**src/rtl/instruction_fetch_unit.sv**
```systemverilog
// -----------------------------------------------------------------------------
// instruction_fetch_unit
//
// Single-outstanding instruction fetcher. A program counter drives fetch
// requests to instruction memory; each returned word is presented to decode
// together with the address it was fetched from. Branch/jump redirects
// replace the program counter and squash any fetch that is still in flight.
//
// Parameters
//   RESET_PC        first fetch address after reset
//
// Ports
//   clk             clock, all state updates on the rising edge
//   rst_n           asynchronous active-low reset
//   req_valid       fetch request valid (out)
//   req_addr[31:0]  fetch address, word aligned (out)
//   req_ready       memory accepts the request (in)
//   rsp_valid       memory returns a fetched word (in)
//   rsp_data[31:0]  fetched instruction word (in)
//   redirect_valid  branch/jump redirect strobe (in)
//   redirect_target redirect address, low two bits ignored (in)
//   instr_valid     instruction available to decode (out)
//   instr[31:0]     instruction word (out)
//   instr_pc[31:0]  address of instr (out)
//   instr_ready     decode consumes instr (in)
// -----------------------------------------------------------------------------
module instruction_fetch_unit #(
    parameter logic [31:0] RESET_PC = 32'h00000000
) (
    input  logic        clk,
    input  logic        rst_n,
    output logic        req_valid,
    output logic [31:0] req_addr,
    input  logic        req_ready,
    input  logic        rsp_valid,
    input  logic [31:0] rsp_data,
    input  logic        redirect_valid,
    input  logic [31:0] redirect_target,
    output logic        instr_valid,
    output logic [31:0] instr,
    output logic [31:0] instr_pc,
    input  logic        instr_ready
);

    // REQ: may issue a fetch. WAIT: a fetch is outstanding and its response
    // is wanted. DROP: a fetch is outstanding but its response is stale.
    localparam logic [1:0] ST_REQ  = 2'd0;
    localparam logic [1:0] ST_WAIT = 2'd1;
    localparam logic [1:0] ST_DROP = 2'd2;

    logic [1:0]  state_r;
    logic [31:0] pc_r;
    logic [31:0] inflight_pc_r;
    logic        instr_valid_r;
    logic [31:0] instr_r;
    logic [31:0] instr_pc_r;

    logic        req_valid_s;
    logic        req_fire_s;
    logic        consume_s;
    logic [31:0] redirect_pc_s;

    // Request only from REQ, and only when the output slot is free or being
    // drained this cycle, so at most one word is ever outstanding.
    always_comb begin
        req_valid_s = 1'b0;
        case (state_r)
            ST_REQ:  req_valid_s = (!instr_valid_r) || instr_ready;
            default: req_valid_s = 1'b0;
        endcase
    end

    assign req_fire_s    = req_valid_s && req_ready;
    assign consume_s     = instr_valid_r && instr_ready;
    assign redirect_pc_s = {redirect_target[31:2], 2'b00};

    assign req_valid   = req_valid_s;
    assign req_addr    = pc_r;
    assign instr_valid = instr_valid_r;
    assign instr       = instr_r;
    assign instr_pc    = instr_pc_r;

    // Fetch sequencing: redirect beats both response capture and pc increment.
    always_ff @(posedge clk or negedge rst_n) begin
        if (!rst_n) begin
            state_r       <= ST_REQ;
            pc_r          <= RESET_PC;
            inflight_pc_r <= 32'h00000000;
            instr_valid_r <= 1'b0;
            instr_r       <= 32'h00000000;
            instr_pc_r    <= 32'h00000000;
        end else if (redirect_valid) begin
            pc_r          <= redirect_pc_s;
            instr_valid_r <= 1'b0;
            case (state_r)
                ST_REQ: begin
                    // A request accepted this edge is now stale: drain it.
                    if (req_fire_s) begin
                        inflight_pc_r <= pc_r;
                        state_r       <= ST_DROP;
                    end else begin
                        state_r       <= ST_REQ;
                    end
                end
                // A response arriving with the redirect is simply discarded.
                ST_WAIT: state_r <= rsp_valid ? ST_REQ : ST_DROP;
                ST_DROP: state_r <= ST_DROP;
                default: state_r <= ST_REQ;
            endcase
        end else begin
            case (state_r)
                ST_REQ: begin
                    // rsp_valid is meaningless here and is ignored.
                    if (consume_s) begin
                        instr_valid_r <= 1'b0;
                    end
                    if (req_fire_s) begin
                        inflight_pc_r <= pc_r;
                        pc_r          <= pc_r + 32'd4;
                        state_r       <= ST_WAIT;
                    end
                end
                ST_WAIT: begin
                    if (rsp_valid) begin
                        instr_r       <= rsp_data;
                        instr_pc_r    <= inflight_pc_r;
                        instr_valid_r <= 1'b1;
                        state_r       <= ST_REQ;
                    end else if (consume_s) begin
                        instr_valid_r <= 1'b0;
                    end
                end
                ST_DROP: begin
                    if (consume_s) begin
                        instr_valid_r <= 1'b0;
                    end
                    if (rsp_valid) begin
                        state_r <= ST_REQ;
                    end
                end
                default: begin
                    // Unreachable encoding: recover to a clean fetch state.
                    state_r       <= ST_REQ;
                    instr_valid_r <= 1'b0;
                end
            endcase
        end
    end

endmodule

```
**config.mk**
```make
export PLATFORM = sky130hd
export DESIGN_NAME = instruction_fetch_unit
export DESIGN_NICKNAME = d
export VERILOG_FILES = /design/src/rtl/instruction_fetch_unit.sv
export SDC_FILE = /design/constraint.sdc
export NUM_CORES = 1
export LEC_CHECK = 0
export CAP_MARGIN = 30
export CORE_MARGIN = 2
export CORE_UTILIZATION = 45
export CTS_CLUSTER_DIAMETER = 30
export DETAILED_ROUTE_END_ITERATION = 7
export MAX_ROUTING_LAYER = met4
export PLACE_DENSITY_LB_ADDON = 0.15
export SLEW_MARGIN = 30
export SYNTH_ARGS = -nofsm -noshare
export SYNTH_HDL_FRONTEND = slang
export SYNTH_SLANG_ARGS = --single-unit
```
**constraint.sdc**
```tcl
create_clock -name clk -period 3.8 [get_ports clk]
set_input_delay 0.95 -clock clk [delete_from_list [all_inputs] [get_ports clk]]
set_output_delay 0.95 -clock clk [all_outputs]
set_load 0.005 [all_outputs]
```
# == Word-level counts from Yosys, hierarchy flattened ==
# Index checks and enable logic that the tools add are counted.
# word_totals
input_bits,70
ff_bits,131
wordCells,40
out_inout_bits,98
# classes
reduce_logical,13
muxes,15
bitwise_logic,1
n_addsub,1
n_eq_ne,4
# op_table
op,count
$mux W32,3
$add A32 B3 Y32 const B,1
$mux W2,5
$pmux W2 S3,1
$reduce_and A2 Y1,3
$mux W1,4
$pmux W2 S2,1
$reduce_bool A2 Y1,2
$reduce_or A2 Y1,2
$ne A3 B1 Y1 const B,1
$ne A3 B3 Y1 const B,1
$reduce_and A3 Y1,1
$eq A2 B1 Y1 const B,1
$eq A2 B2 Y1 const B,1
$logic_and A1 B1 Y1,2
$logic_not A2 Y1,1
$pmux W1 S2,1
$logic_not A1 Y1,1
$logic_or A1 B1 Y1,1
$not A1 Y1,1

# == Logic depth before layout (Yosys ltp) ==
# Gate-level depths: netlist of the first run.
# depth
word_depth,7
ltp_mapped,8

# == Least setup slack after synthesis of the first run ==
# Ideal clock, no wire load.
# synth_timing
kind,input port to output port
from,input instr_ready
to,output req_valid
required_time_ns,2.850
path_slack_ns,1.457
arrival_time_ns,1.393
cell_stages,3
cell_sequence,nand2b_1 -> clkbuf_1 -> and2_1
# synth_between
elab_chain_len,2
# synth_lines
item,line_no,rtl
start: declaration,42,input logic instr_ready
$logic_or A1 B1 Y1,68,ST_REQ: req_valid_s = (!instr_valid_r) || instr_ready;
$mux W1,67,case (state_r)
end: declaration,32,"output logic req_valid,"
# No other way between the ends.

# == Worst setup path in the final report of the first run ==
# Same ends and word-level chain as after synthesis.

==> impl_metrics.env, run 1 <==
export IMPL_status="completed"
export IMPL_hold_class="register to register"
export IMPL_cts_setup_buffers=0
export IMPL_gp_congestion=0.824
export IMPL_via_count=4406
export IMPL_synthArstFlopShare=1.00
export IMPL_path_class="primary input to output pin"
export IMPL_antenna_found_initial=0
export IMPL_avgSynthCellArea_sq_um=11.8
export IMPL_netlist_instances=481
export IMPL_crit_required_ns=2.85
export IMPL_synth_common_cells="125 x dfrtp_1, 85 x mux2_2, 28 x nand2_1, 26 x clkbuf_1, 22 x nor2_1"
export IMPL_drv_slew=0
export IMPL_synth_compound_area_frac=0.0766
export IMPL_cts_sinks=125
export IMPL_arrival_ns=2.35
export IMPL_power_density_nw_per_um2=669
export IMPL_cts_resized=0
export IMPL_drt_antenna_violating_nets=0
export IMPL_clkLatencyLatePin_ns=0.41
export IMPL_yosysTopAreaCell="dfrtp_1"
export IMPL_grt_pass1_wl_um=21900
export IMPL_core_area_sq_um=12200
export IMPL_cts_tree="built"
export IMPL_fp_dieH_um=116
export IMPL_start_util=0.466
export IMPL_yosysMostFrequentCell="dfrtp_1"
export IMPL_hold_viol=0
export IMPL_hpwl_um=9290
export IMPL_first_iter_violations=242
export IMPL_io_buffers=161
export IMPL_wl_per_cell_um=16.8
export IMPL_final_cells=818
export IMPL_ys_flop_type="dfrtp_1"
export IMPL_cp_max_fo=8
export IMPL_min_path_cells=2
export IMPL_die_w_um=116
export IMPL_drc_errors=0
export IMPL_ys_seq_area_frac=0.552
export IMPL_grt_ovfl_total=0
export IMPL_worst_slack_ns=0.497
export IMPL_grt_max_degree=126
export IMPL_diodes=0
export IMPL_synthTopCellsByArea="dfrtp_1 55%, mux2_2 17%, nand4_1 2.2%"
export IMPL_drv_cap=0
export IMPL_setup_tns_final_ns=0
export IMPL_synthXorXnorAreaFrac=0.00927
export IMPL_first_global_vias=4393
export IMPL_tightest_slew_ns=0.657
export IMPL_ys_seq_elements=125
export IMPL_synth_top_family_by_area="multiplexers"
export IMPL_num_rows=40
export IMPL_synth_top_area_frac=0.552
export IMPL_period_needed_ns=3.30
export IMPL_dp_cells=786
export IMPL_dieArea_sq_um=13500
export IMPL_finalCritPeriodShare=0.869
export IMPL_clkTransAtPathRegs_ns=0.05
export IMPL_r2r_cells=6
export IMPL_rsz0062_at_grt="false"
export IMPL_max_slew_margin=0.562
export IMPL_yosys_area_share_simple=0.145
export IMPL_fin_nets=714
export IMPL_htreeDepth=4
export IMPL_drt_pass1_iter_count=4
export IMPL_netlist_area_sq_um=5670
export IMPL_ios=168
export IMPL_p_leak_nw=3.29
export IMPL_setup_viol=0
export IMPL_synth_fa_ha_area_frac=0.0132
export IMPL_ir_drop_v=0.000328
export IMPL_wirelength_um=13700
export IMPL_clock_path_buffers=2
export IMPL_cts_hold_buffers=0
export IMPL_crit_path_end_kind="output pin"
export IMPL_dpl_worst_slack_ns=0.507
export IMPL_drive_gt1_frac=0.195
export IMPL_synth_edff_count=0
export IMPL_ys_warn_count=0
export IMPL_n_fill_cell=943
export IMPL_area_delta_synth_final_pct=41.2
export IMPL_viasPerCell=5.39
export IMPL_ys_types=47
export IMPL_skew_ns=0.0141
export IMPL_cts_buffers=17
export IMPL_power_mw=5.35
export IMPL_grt_usage=0.218
export IMPL_start_kind="primary input"
export IMPL_holdWs_ns=0.476
export IMPL_timing_fmax_mhz=303
export IMPL_cts_root_buffer="clkbuf_16"
export IMPL_synthMuxAreaShare=0.171
==> routing by layer <==
metal,share of wire,vias up,wire (um),global-route usage
li1,-,2086,-,-
met1,0.43,2139,5900,0.278
met2,0.49,167,6700,0.335
met3,0.071,14,980,0.0571
met4,0.0091,0,125,0.0833
met5,0,-,0,-
==> report_power, final <==
| group | switching, mW | internal, mW |
|---|---|---|
| Sequential | 0.294 | 1.84 |
| Combinational | 0.582 | 1.13 |
| Clock | 0.545 | 0.961 |
| Total | 1.42 | 3.93 |
==> kinds of logic after synthesis <==
logic type | Yosys count
AO/OA/AOI/OAI | 65
XOR/XNOR | 6
adder cells (fa/ha/maj) | 6
buffers and inverters | 44
flip-flops | 125
multiplexers | 86
other | 1
AND/OR/NAND/NOR | 148
==> registers in the layout, summed over array words and instances, names as in the netlist <==
signal / count
instr: 32
req_addr: 30
inflight_pc_r: 30
instr_pc: 30
state_r: 2
instr_valid: 1
==> cells in the final DEF, fill, tap and decap left out, types with 9 or more instances in the layout <==
| master | instances |
|---|---|
| mux2_2 | 85 |
| nor2_1 | 22 |
| nand4_1 | 20 |
| nand2_1 | 28 |
| inv_1 | 10 |
| a31oi_1 | 12 |
| o31ai_1 | 14 |
| o21ai_0 | 19 |
| or4_1 | 15 |
| nand3_1 | 18 |
| nor4_1 | 9 |
| clkbuf_16 | 17 |
| clkdlybuf4s50_1 | 160 |
| dfrtp_1 | 125 |
==> worst paths after layout <==
| check | from | to | slack [ns] |
|---|---|---|---|
| max | instr_ready | req_valid | 0.50 |
| min | inflight_pc_r[14] | inflight_pc_r[14] | 0.48 |
| max reg2reg | state_r[0] | req_addr[19] | 1.29 |
| min reg2reg | inflight_pc_r[14] | inflight_pc_r[14] | 0.48 |
| max in group asynchronous | rst_n | instr_pc[27] | 2.68 |
| min in group asynchronous | rst_n | instr[3] | 0.64 |
==> critical path: stages <==
cell and delay, ns:
clkdlybuf4s50_1 0.48, nand2b_1 0.25, and2_1 0.17, clkdlybuf4s50_1 0.50
==> cell type report <==
| cell class | count | area (sq um) | share of cell area |
|---|---|---|---|
| multi-input cells | 315 | 2380 | 0.297 |
| flip-flops and latches | 125 | 3130 | 0.391 |
| inverters | 11 | 41.3 | 0.00516 |
| clock buffers | 25 | 495 | 0.0619 |
| well taps | 168 | 210 | 0.0263 |
| repair buffers | 168 | 1690 | 0.211 |
| clock inverters | 6 | 60.1 | 0.00751 |
==> metrics by stage <==
stage / util / area (sq um)
final: 0.658 / 8000
after global routing: 0.658 / 8000
after CTS: 0.656 / 7980
after detailed placement: 0.611 / 7430
after global placement: 0.611 / 7430
after floorplan: - / 5680
Power figures use the tool's default switching activity.
==> run 2, diff against run 1 <==
Settings changed: CORE_UTILIZATION 45 to 43.
Clock period 3.8 ns to 3 ns, I/O delays scaled along.
==> run 2 against run 1 <==
  * Global-route usage shrank 0.27 points
  * Via count grew 1.2%
  * Sequential power increased by 27%
  * Sequential share of layout area down 0.52 points
  * Wire length is 3.3% higher
  * Total power increased by 31%
  * Hold slack worse by 0.14 ns
  * Non-clock buffer count increased by 5
  * Clock skew is 0.0032 ns lower
  * Critical path type unchanged
  * Critical endpoint unchanged
==> impl_metrics.env, run 2 (same netlist as run 1, synthesis figures left out) <==
export IMPL_status="completed"
export IMPL_skew_ns=0.0109
export IMPL_cts_sinks=125
export IMPL_ios=168
export IMPL_cts_root_buffer="clkbuf_16"
export IMPL_p_leak_nw=3.34
export IMPL_dieArea_sq_um=14100
export IMPL_cpMaxStageDelayCell="clkdlybuf4s50_1"
export IMPL_grt_usage=0.215
export IMPL_clkLatencyLatePin_ns=0.42
export IMPL_cp_cell_sequence="clkdlybuf4s50_1 > nand2b_1 > and2_1 > clkdlybuf4s50_1"
export IMPL_grt_ovfl_total=0
export IMPL_tightest_slew_ns=0.656
export IMPL_holdWs_ns=0.335
export IMPL_num_rows=41
export IMPL_combPwrFrac=0.312
export IMPL_fp_dieH_um=119
export IMPL_finalCritPeriodShare=0.908
export IMPL_dpl_cell_area_sq_um=7490
export IMPL_hold_viol=0
export IMPL_path_buf_inv=2
export IMPL_gp_congestion=0.852
export IMPL_cpPeakStageDelay_ns=0.50
export IMPL_drc_errors=0
export IMPL_first_global_vias=4450
export IMPL_hpwl_um=9890
export IMPL_drive_gt1_frac=0.203
export IMPL_viasPerCell=5.38
export IMPL_power_switching_mw=1.83
export IMPL_layout_commonest_cell="clkdlybuf4s50_1"
export IMPL_arrival_ns=1.97
export IMPL_clkTransAtPathRegs_ns=0.05
export IMPL_path_class="primary input to output pin"
export IMPL_setup_tns_final_ns=0
export IMPL_n_fill_cell=1074
export IMPL_wirelength_um=14200
export IMPL_timing_fmax_mhz=367
export IMPL_clockPowerShare=0.301
export IMPL_path_common_cell="clkdlybuf4s50_1"
export IMPL_drt_antenna_violating_nets=0
export IMPL_met3RoutedLength_um=654
export IMPL_area_delta_synth_final_pct=43.1
export IMPL_drv_slew=0
export IMPL_grt_max_degree=70
export IMPL_io_buffers=161
export IMPL_htreeDepth=4
export IMPL_power_frac_seq=0.388
export IMPL_first_iter_violations=241
export IMPL_dpl_worst_slack_ns=0.277
export IMPL_fin_nets=719
export IMPL_drt_pass1_iter_count=4
export IMPL_crit_path_end_kind="output pin"
export IMPL_drt_met1_wl_um=6120
export IMPL_cts_setup_buffers=0
export IMPL_cp_max_fo=2
export IMPL_crit_family="buffers and inverters"
export IMPL_worst_slack_ns=0.276
export IMPL_finish_instance_area_sq_um=8110
export IMPL_cts_buffers=17
export IMPL_swShare=0.260
export IMPL_setup_viol=0
export IMPL_grt_pass1_wl_um=23300
export IMPL_highest_layer="met4"
export IMPL_via_count=4457
export IMPL_start_util=0.446
export IMPL_layout_common_cells="160 x clkdlybuf4s50_1, 125 x dfrtp_1, 85 x mux2_2, 27 x nand2_1, 22 x nor2_1"
export IMPL_crit_required_ns=2.25
export IMPL_drv_cap=0
export IMPL_largest_reg_flops=32
export IMPL_cts_tree="built"
export IMPL_power_density_nw_per_um2=865
export IMPL_cts_hold_buffers=0
export IMPL_clock_path_buffers=2
export IMPL_wl_per_cell_um=17.1
export IMPL_antenna_found_initial=0
export IMPL_wl_met2_um=7190
export IMPL_die_w_um=119
export IMPL_reg2reg_slack_ns=0.67
export IMPL_ir_drop_v=0.000479
export IMPL_diodes=0
export IMPL_start_kind="primary input"
export IMPL_p_int_mw=5.19
export IMPL_core_area_sq_um=12700
export IMPL_cts_resized=0
export IMPL_hold_class="primary input to async pin"
export IMPL_rsz0062_at_grt="false"
export IMPL_max_slew_margin=0.562
export IMPL_period_needed_ns=2.72
## run 2: cell count changes in the layout (fill, tap and decap cells not counted)
cell and change:
clkinv_2 -2, nand2_1 -1, clkinvlp_4 -1, nand2_2 +1, bufinv_16 +2, buf_6 +1
clkbuf_1 +1, clkbuf_8 +1, buf_4 +4
## run 2: routing by layer
metal	global-route usage	up-vias
li1	-	2096
met2	0.348	127
met4	0.0796	0
met5	-	-
met3	0.0474	15
met1	0.265	2219
## run 2: worst paths after layout
check | startpoint | endpoint | cells after the start
setup / recovery | instr_ready | req_valid | 4
hold / removal | rst_n | instr[22] | 1
setup reg to reg | state_r[0] | req_addr[26] | 6
hold reg to reg | inflight_pc_r[22] | inflight_pc_r[22] | 2
max in group asynchronous | rst_n | instr[13] | 2
min in group clk | inflight_pc_r[22] | inflight_pc_r[22] | 2
## run 2: layout make-up
type / instances / area, sq um / share of cell area
Inverter: 11 / 41.3 / 0.00509
Sequential cell: 125 / 3130 / 0.386
Multi-Input combinational cell: 315 / 2380 / 0.294
Timing Repair Buffer: 173 / 1730 / 0.213
Clock buffer: 27 / 513 / 0.0633
Tap cell: 172 / 215 / 0.0265
Clock inverter: 5 / 103 / 0.0127
## run 2: per-stage QoR
step                      power [mW]   util  cells
after detailed placement        4.95  0.589    796
after floorplan                 3.64      -    484
after global routing            7.38  0.637    828
after CTS                       7.09  0.637    828
after global placement          4.85  0.589    796
final                           7.01  0.637    828
## run 2: power groups by stage
stage | combinational [mW] | clock, mW | sequential (mW)
floorplan | 0.940 | 0 | 2.70
global placement | 2.15 | 0 | 2.71
detailed placement | 2.20 | 0 | 2.75
CTS | 2.22 | 2.14 | 2.73
global route | 2.35 | 2.22 | 2.80
finish | 2.19 | 2.11 | 2.72
